--- config.mk ---
export PLATFORM = sky130hd
export DESIGN_NAME = sd_radix10_to_bcd_flat
export DESIGN_NICKNAME = d
export VERILOG_FILES = /design/src/rtl/sd_radix10_to_bcd_if.sv /design/src/rtl/sd_radix10_to_bcd.sv /design/src/flat_wrapper.sv
export SDC_FILE = /design/constraint.sdc
export NUM_CORES = 1
export LEC_CHECK = 0
export ABC_AREA = 1
export CAP_MARGIN = 15
export CORE_MARGIN = 8
export CORE_UTILIZATION = 50
export CTS_BUF_LIST = sky130_fd_sc_hd__clkbuf_8
export DETAILED_ROUTE_END_ITERATION = 6
export PLACE_DENSITY = 0.8
export SYNTH_ARGS = -nofsm -noshare
export SYNTH_HDL_FRONTEND = slang
export SYNTH_SLANG_ARGS = --single-unit
--- constraint.sdc ---
create_clock -name clk -period 7 [get_ports clk]
set_input_delay 1.05 -clock clk [delete_from_list [all_inputs] [get_ports clk]]
set_output_delay 1.05 -clock clk [all_outputs]
set_load 0.01 [all_outputs]
--- src/rtl/sd_radix10_to_bcd_if.sv ---
// Bus bundle for the signed-digit radix-10 to BCD converter.
// The master starts a conversion and the slave (the converter) answers with results.
interface sd_radix10_to_bcd_if #(
  parameter int NDIG = 16
);
  logic                start;
  logic [5*NDIG-1:0]   sd_mag;
  logic [NDIG-1:0]     sd_sign;
  logic                busy;
  logic                done;
  logic [4*NDIG-1:0]   bcd;
  logic                neg;
  logic                err;

  modport master (
    output start, sd_mag, sd_sign,
    input  busy, done, bcd, neg, err
  );

  modport slave (
    input  start, sd_mag, sd_sign,
    output busy, done, bcd, neg, err
  );
endinterface

--- src/rtl/sd_radix10_to_bcd.sv ---
// Serial signed-digit radix-10 to BCD converter.
// Each digit is a one-hot magnitude (0..5) plus a sign bit. Digits are
// folded least significant first through a single decimal borrow chain,
// one per cycle. A negative operand leaves its 10^NDIG complement in bcd
// and raises neg. A final cycle after the last digit latches neg, then a
// one-cycle DONE state pulses done.
module sd_radix10_to_bcd #(
  parameter int NDIG = 16
) (
  input logic              clk,
  input logic              rst,
  sd_radix10_to_bcd_if.slave bus
);

  localparam int            CW   = $clog2(NDIG + 1);
  localparam logic [CW-1:0] LAST = CW'(NDIG);

  typedef enum logic [1:0] {
    IDLE,
    CONV,
    DONE
  } state_t;

  state_t              state;
  state_t              state_next;

  logic [5*NDIG-1:0]   mag_q;
  logic [NDIG-1:0]     sign_q;
  logic                borrow_q;
  logic [CW-1:0]       cnt_q;
  logic [4*NDIG-1:0]   bcd_q;
  logic                neg_q;
  logic                err_q;

  logic [4:0]          mag_lo;
  logic                sign_lo;
  logic                multi;
  logic [2:0]          mval;
  logic [4:0]          dval;
  logic [4:0]          tval;
  logic                borrow_out;
  logic [3:0]          digit;
  logic                digit_cycle;

  // Decode the digit currently at the bottom of the shift registers and subtract the borrow
  always_comb begin
    mag_lo  = mag_q[4:0];
    sign_lo = sign_q[0];
    multi   = (mag_lo & (mag_lo - 5'd1)) != 5'd0;
    case (mag_lo)
      5'b00001: mval = 3'd1;
      5'b00010: mval = 3'd2;
      5'b00100: mval = 3'd3;
      5'b01000: mval = 3'd4;
      5'b10000: mval = 3'd5;
      default:  mval = 3'd0;
    endcase
    dval       = sign_lo ? (5'd0 - {2'b00, mval}) : {2'b00, mval};
    tval       = dval - {4'd0, borrow_q};
    borrow_out = tval[4];
    digit      = borrow_out ? (tval[3:0] + 4'd10) : tval[3:0];
  end

  assign digit_cycle = (state == CONV) && (cnt_q != LAST);

  // Next-state logic for the IDLE/CONV/DONE sequence
  always_comb begin
    state_next = state;
    case (state)
      IDLE:    if (bus.start) state_next = CONV;
      CONV:    if (cnt_q == LAST) state_next = DONE;
      DONE:    state_next = IDLE;
      default: state_next = IDLE;
    endcase
  end

  // State register
  always_ff @(posedge clk) begin
    if (rst) begin
      state <= IDLE;
    end else begin
      state <= state_next;
    end
  end

  // Operand capture, digit-serial datapath and result registers
  always_ff @(posedge clk) begin
    if (rst) begin
      mag_q    <= '0;
      sign_q   <= '0;
      borrow_q <= 1'b0;
      cnt_q    <= '0;
      bcd_q    <= '0;
      neg_q    <= 1'b0;
      err_q    <= 1'b0;
    end else if (state == IDLE && bus.start) begin
      mag_q    <= bus.sd_mag;
      sign_q   <= bus.sd_sign;
      borrow_q <= 1'b0;
      cnt_q    <= '0;
      err_q    <= 1'b0;
    end else if (digit_cycle) begin
      for (int i = 0; i < NDIG; i++) begin
        if (cnt_q == CW'(i)) begin
          bcd_q[4*i +: 4] <= digit;
        end
      end
      borrow_q <= borrow_out;
      err_q    <= err_q | multi;
      mag_q    <= mag_q >> 5;
      sign_q   <= sign_q >> 1;
      cnt_q    <= cnt_q + 1'b1;
    end else if (state == CONV) begin
      neg_q <= borrow_q;
    end
  end

  assign bus.busy = (state != IDLE);
  assign bus.done = (state == DONE);
  assign bus.bcd  = bcd_q;
  assign bus.neg  = neg_q;
  assign bus.err  = err_q;

endmodule

--- src/flat_wrapper.sv ---
// flat-port wrapper written by rule: the top's interface ports become plain ports
module sd_radix10_to_bcd_flat 
#(
  parameter int NDIG = 16
)
  (clk, rst, bus_start, bus_sd_mag, bus_sd_sign, bus_busy, bus_done, bus_bcd, bus_neg, bus_err);
  sd_radix10_to_bcd_if #(.NDIG(NDIG)) bus_i ();
  input logic clk;
  input logic rst;
  input wire logic [$bits(bus_i.start)-1:0] bus_start;
  input wire logic [$bits(bus_i.sd_mag)-1:0] bus_sd_mag;
  input wire logic [$bits(bus_i.sd_sign)-1:0] bus_sd_sign;
  output wire logic [$bits(bus_i.busy)-1:0] bus_busy;
  output wire logic [$bits(bus_i.done)-1:0] bus_done;
  output wire logic [$bits(bus_i.bcd)-1:0] bus_bcd;
  output wire logic [$bits(bus_i.neg)-1:0] bus_neg;
  output wire logic [$bits(bus_i.err)-1:0] bus_err;
  assign bus_i.start = bus_start;
  assign bus_i.sd_mag = bus_sd_mag;
  assign bus_i.sd_sign = bus_sd_sign;
  assign bus_busy = bus_i.busy;
  assign bus_done = bus_i.done;
  assign bus_bcd = bus_i.bcd;
  assign bus_neg = bus_i.neg;
  assign bus_err = bus_i.err;
  sd_radix10_to_bcd #(.NDIG(NDIG)) u_core (.clk(clk), .rst(rst), .bus(bus_i));
endmodule
==> impl_metrics.json <==
{
  "path_class": "input pin to flop",
  "post_cts_buffers": 0,
  "synth_most_common_cell": "nand2_1",
  "dp_hpwl_um": 13100,
  "ir_drop_mv": 0.126,
  "ant_nets": 0,
  "dieWidth_um": 137,
  "synth_cell_types": 31,
  "async_reset_ff_share_pct": 0,
  "antenna_found_initial": 0,
  "clk_latency_ns": 0.47,
  "htreeDepth": 4,
  "period_share_pct": 51.2,
  "avgViaCountPerCell": 5.33,
  "core_um2": 14400,
  "cap_viol_max_count": 0,
  "vias": 7113,
  "cts_tree": "done",
  "area_delta_synth_final_pct": 28.4,
  "synth.largest_area_cell": "dfxtp_1",
  "ctsResizeCount": 0,
  "fp.dieArea_um2": 18800,
  "start_util_pct": 50.9,
  "io_buffers": 166,
  "grt_max_degree": 103,
  "clkTransAtPathRegs_ns": 0.09,
  "synth_fp_nets": 1122,
  "cts_num_sinks": 170,
  "grt_pass1_vias": 6542,
  "yosysWarnings": 0,
  "required_ns": 7.38,
  "synth_edf_count": 0,
  "nets": 1247,
  "final_area_um2": 9420,
  "dp_slack_ns": 2.96,
  "drt-pass1-iter-count": 5,
  "fin_tns_setup_ns": 0,
  "diodes": 0,
  "tightest_slew_ns": 1.07,
  "max_freq_mhz": 279,
  "placement.cell_area_um2": 9010,
  "crit_path_end_kind": "flop",
  "finalSetupViolCount": 0,
  "drc": 0,
  "critPathMaxFanout": 92,
  "fill_cells": 1281,
  "rr_startpoint": "u_core.cnt_q[0]",
  "placedCellCount": 1304,
  "min_path_type": "flop to flop",
  "fin_ws_ns": 3.42,
  "multi_input_area_um2": 3330,
  "synth_top_cell_area_share_pct": 46.4,
  "cts_buffer_depth": 2,
  "rrSetupSlack_ns": 3.83,
  "status": "completed",
  "dieHeight_um": 137,
  "hold_start": "u_core.bus.neg",
  "arrival_ns": 3.97,
  "hold_viol": 0,
  "synth-seq-area-share_pct": 46.4,
  "postRouteWirelength_um": 19300,
  "fp-row-count": 44,
  "min_path_cells": 2,
  "slew_headroom_pct": 28.9,
  "min_period_ns": 3.58,
  "syn_area_um2": 7340,
  "ys_seq_elements": 170,
  "leakagePower_nw": 3.71,
  "final.setup_skew_ns": 0.0122,
  "rsz0062_at_grt": "false",
  "grt-ovfl-total": 0,
  "numCtsBuffers": 17,
  "cp-start-kind": "input pin",
  "wire_per_inst_um": 14.5,
  "ys_dominant_reg_cell": "dfxtp_1",
  "drive_gt1_share_pct": 6.26,
  "place.gp.congestion": 0.810,
  "grt_first_pass_wirelength_um": 31300,
  "regArea_um2": 3400,
  "drtIter0Drc": 556,
  "power_density_nw_per_um2": 223,
  "stdcell_count": 1335,
  "grt_usage_pct": 20.5,
  "ioPinCount": 167,
  "cts_root_buf": "clkbuf_8",
  "synth_common_cells": "nand2_1 (237), dfxtp_1 (170), nor2_1 (117)",
  "r2r_end": "u_core.bus.bcd[49]",
  "hold_buffers": 0,
  "worst_hold_path.endpoint": "u_core.bus.neg",
  "syn_avg_cell_area_um2": 7.24,
  "synthCells": 1014,
  "slew_viol_final": 0,
  "reg2reg_depth": 9,
  "synthTopCellsByArea": "dfxtp_1 (46%), nand2_1 (12%), nand3_1 (7.8%), a31oi_1 (7.7%), nor2_1 (6.0%)"
}
-- sequential cells by signal (all words and copies together), names as in the netlist --
signal,count
u_core.mag_q,80
u_core.bus.bcd,64
u_core.sign_q,16
u_core.cnt_q,5
u_core.state,2
u_core.borrow_q,1
u_core.bus.err,1
u_core.bus.neg,1
-- area by class of cell --
type                    count  area share, %
multi-input cells         687           35.4
repair buffers            170           17.9
flip-flops and latches    170           36.1
well taps                 184           2.44
clock inverters             9           1.21
inverters                  93           3.70
clock buffers              22           3.21
-- power breakdown --
group          switching [mW]  internal (mW)
registers              0.0298           1.02
logic                   0.217          0.126
clock network           0.351          0.363
total                   0.598           1.51
-- cell families after synthesis --
kind of cell | synth area share, %
and+or+nand+nor | 29.1
AOI/OAI and AO/OA | 14.1
DFF | 46.4
buffers and inverters | 8.51
adders and majority gates | 1.53
xor gates and xnor gates | 0.375
-- metal layers --
metal | part of all wire, % | GRT usage, %
met4 | 2.5 | 8.75
met1 | 43 | 25.2
met2 | 47 | 33.2
met3 | 7.2 | 5.65
met5 | 0 | 0
-- worst max path at each step --
stage | from | end | slack, ns | cells past startpoint
global placement | bus_start | u_core.mag_q[68] | 2.98 | 7
detailed placement | bus_start | u_core.mag_q[68] | 2.96 | 7
finish | bus_start | u_core.mag_q[2] | 3.42 | 7
global route | bus_start | u_core.mag_q[68] | 3.14 | 7
floorplan | u_core.mag_q[2] | u_core.bus.bcd[22] | 4.45 | 14
CTS | bus_start | u_core.mag_q[2] | 3.46 | 7
-- layout by cell type, fill, tap and decap left out, drive strengths merged, types with 5 or more instances in the layout --
cell           instances
clkbuf                22
a31oi                 91
o21ai                 55
ha                     9
nor2                 128
dfxtp                170
clkdlybuf4s50        165
nand3                122
inv                   93
a21oi                 29
buf                    5
nand2                246
-- critical path: stages --
cell and delay, ns:
clkdlybuf4s50_1 0.44, nand2_4 0.70, inv_2 0.12, nor2_4 0.70, buf_4 0.62, nand2_1 0.11, a31oi_1 0.15
-- per-stage QoR --
step / util [%] / hold slack (ns) / power, mW
finish: 65.3 / 0.465 / 2.10
floorplan: - / 0.442 / 1.29
detailed placement: 62.4 / 0.454 / 1.41
global route: 65.3 / 0.486 / 2.20
global placement: 62.4 / 0.448 / 1.41
CTS: 65.3 / 0.467 / 2.11
No activity file was read; power rests on OpenSTA's default activity.
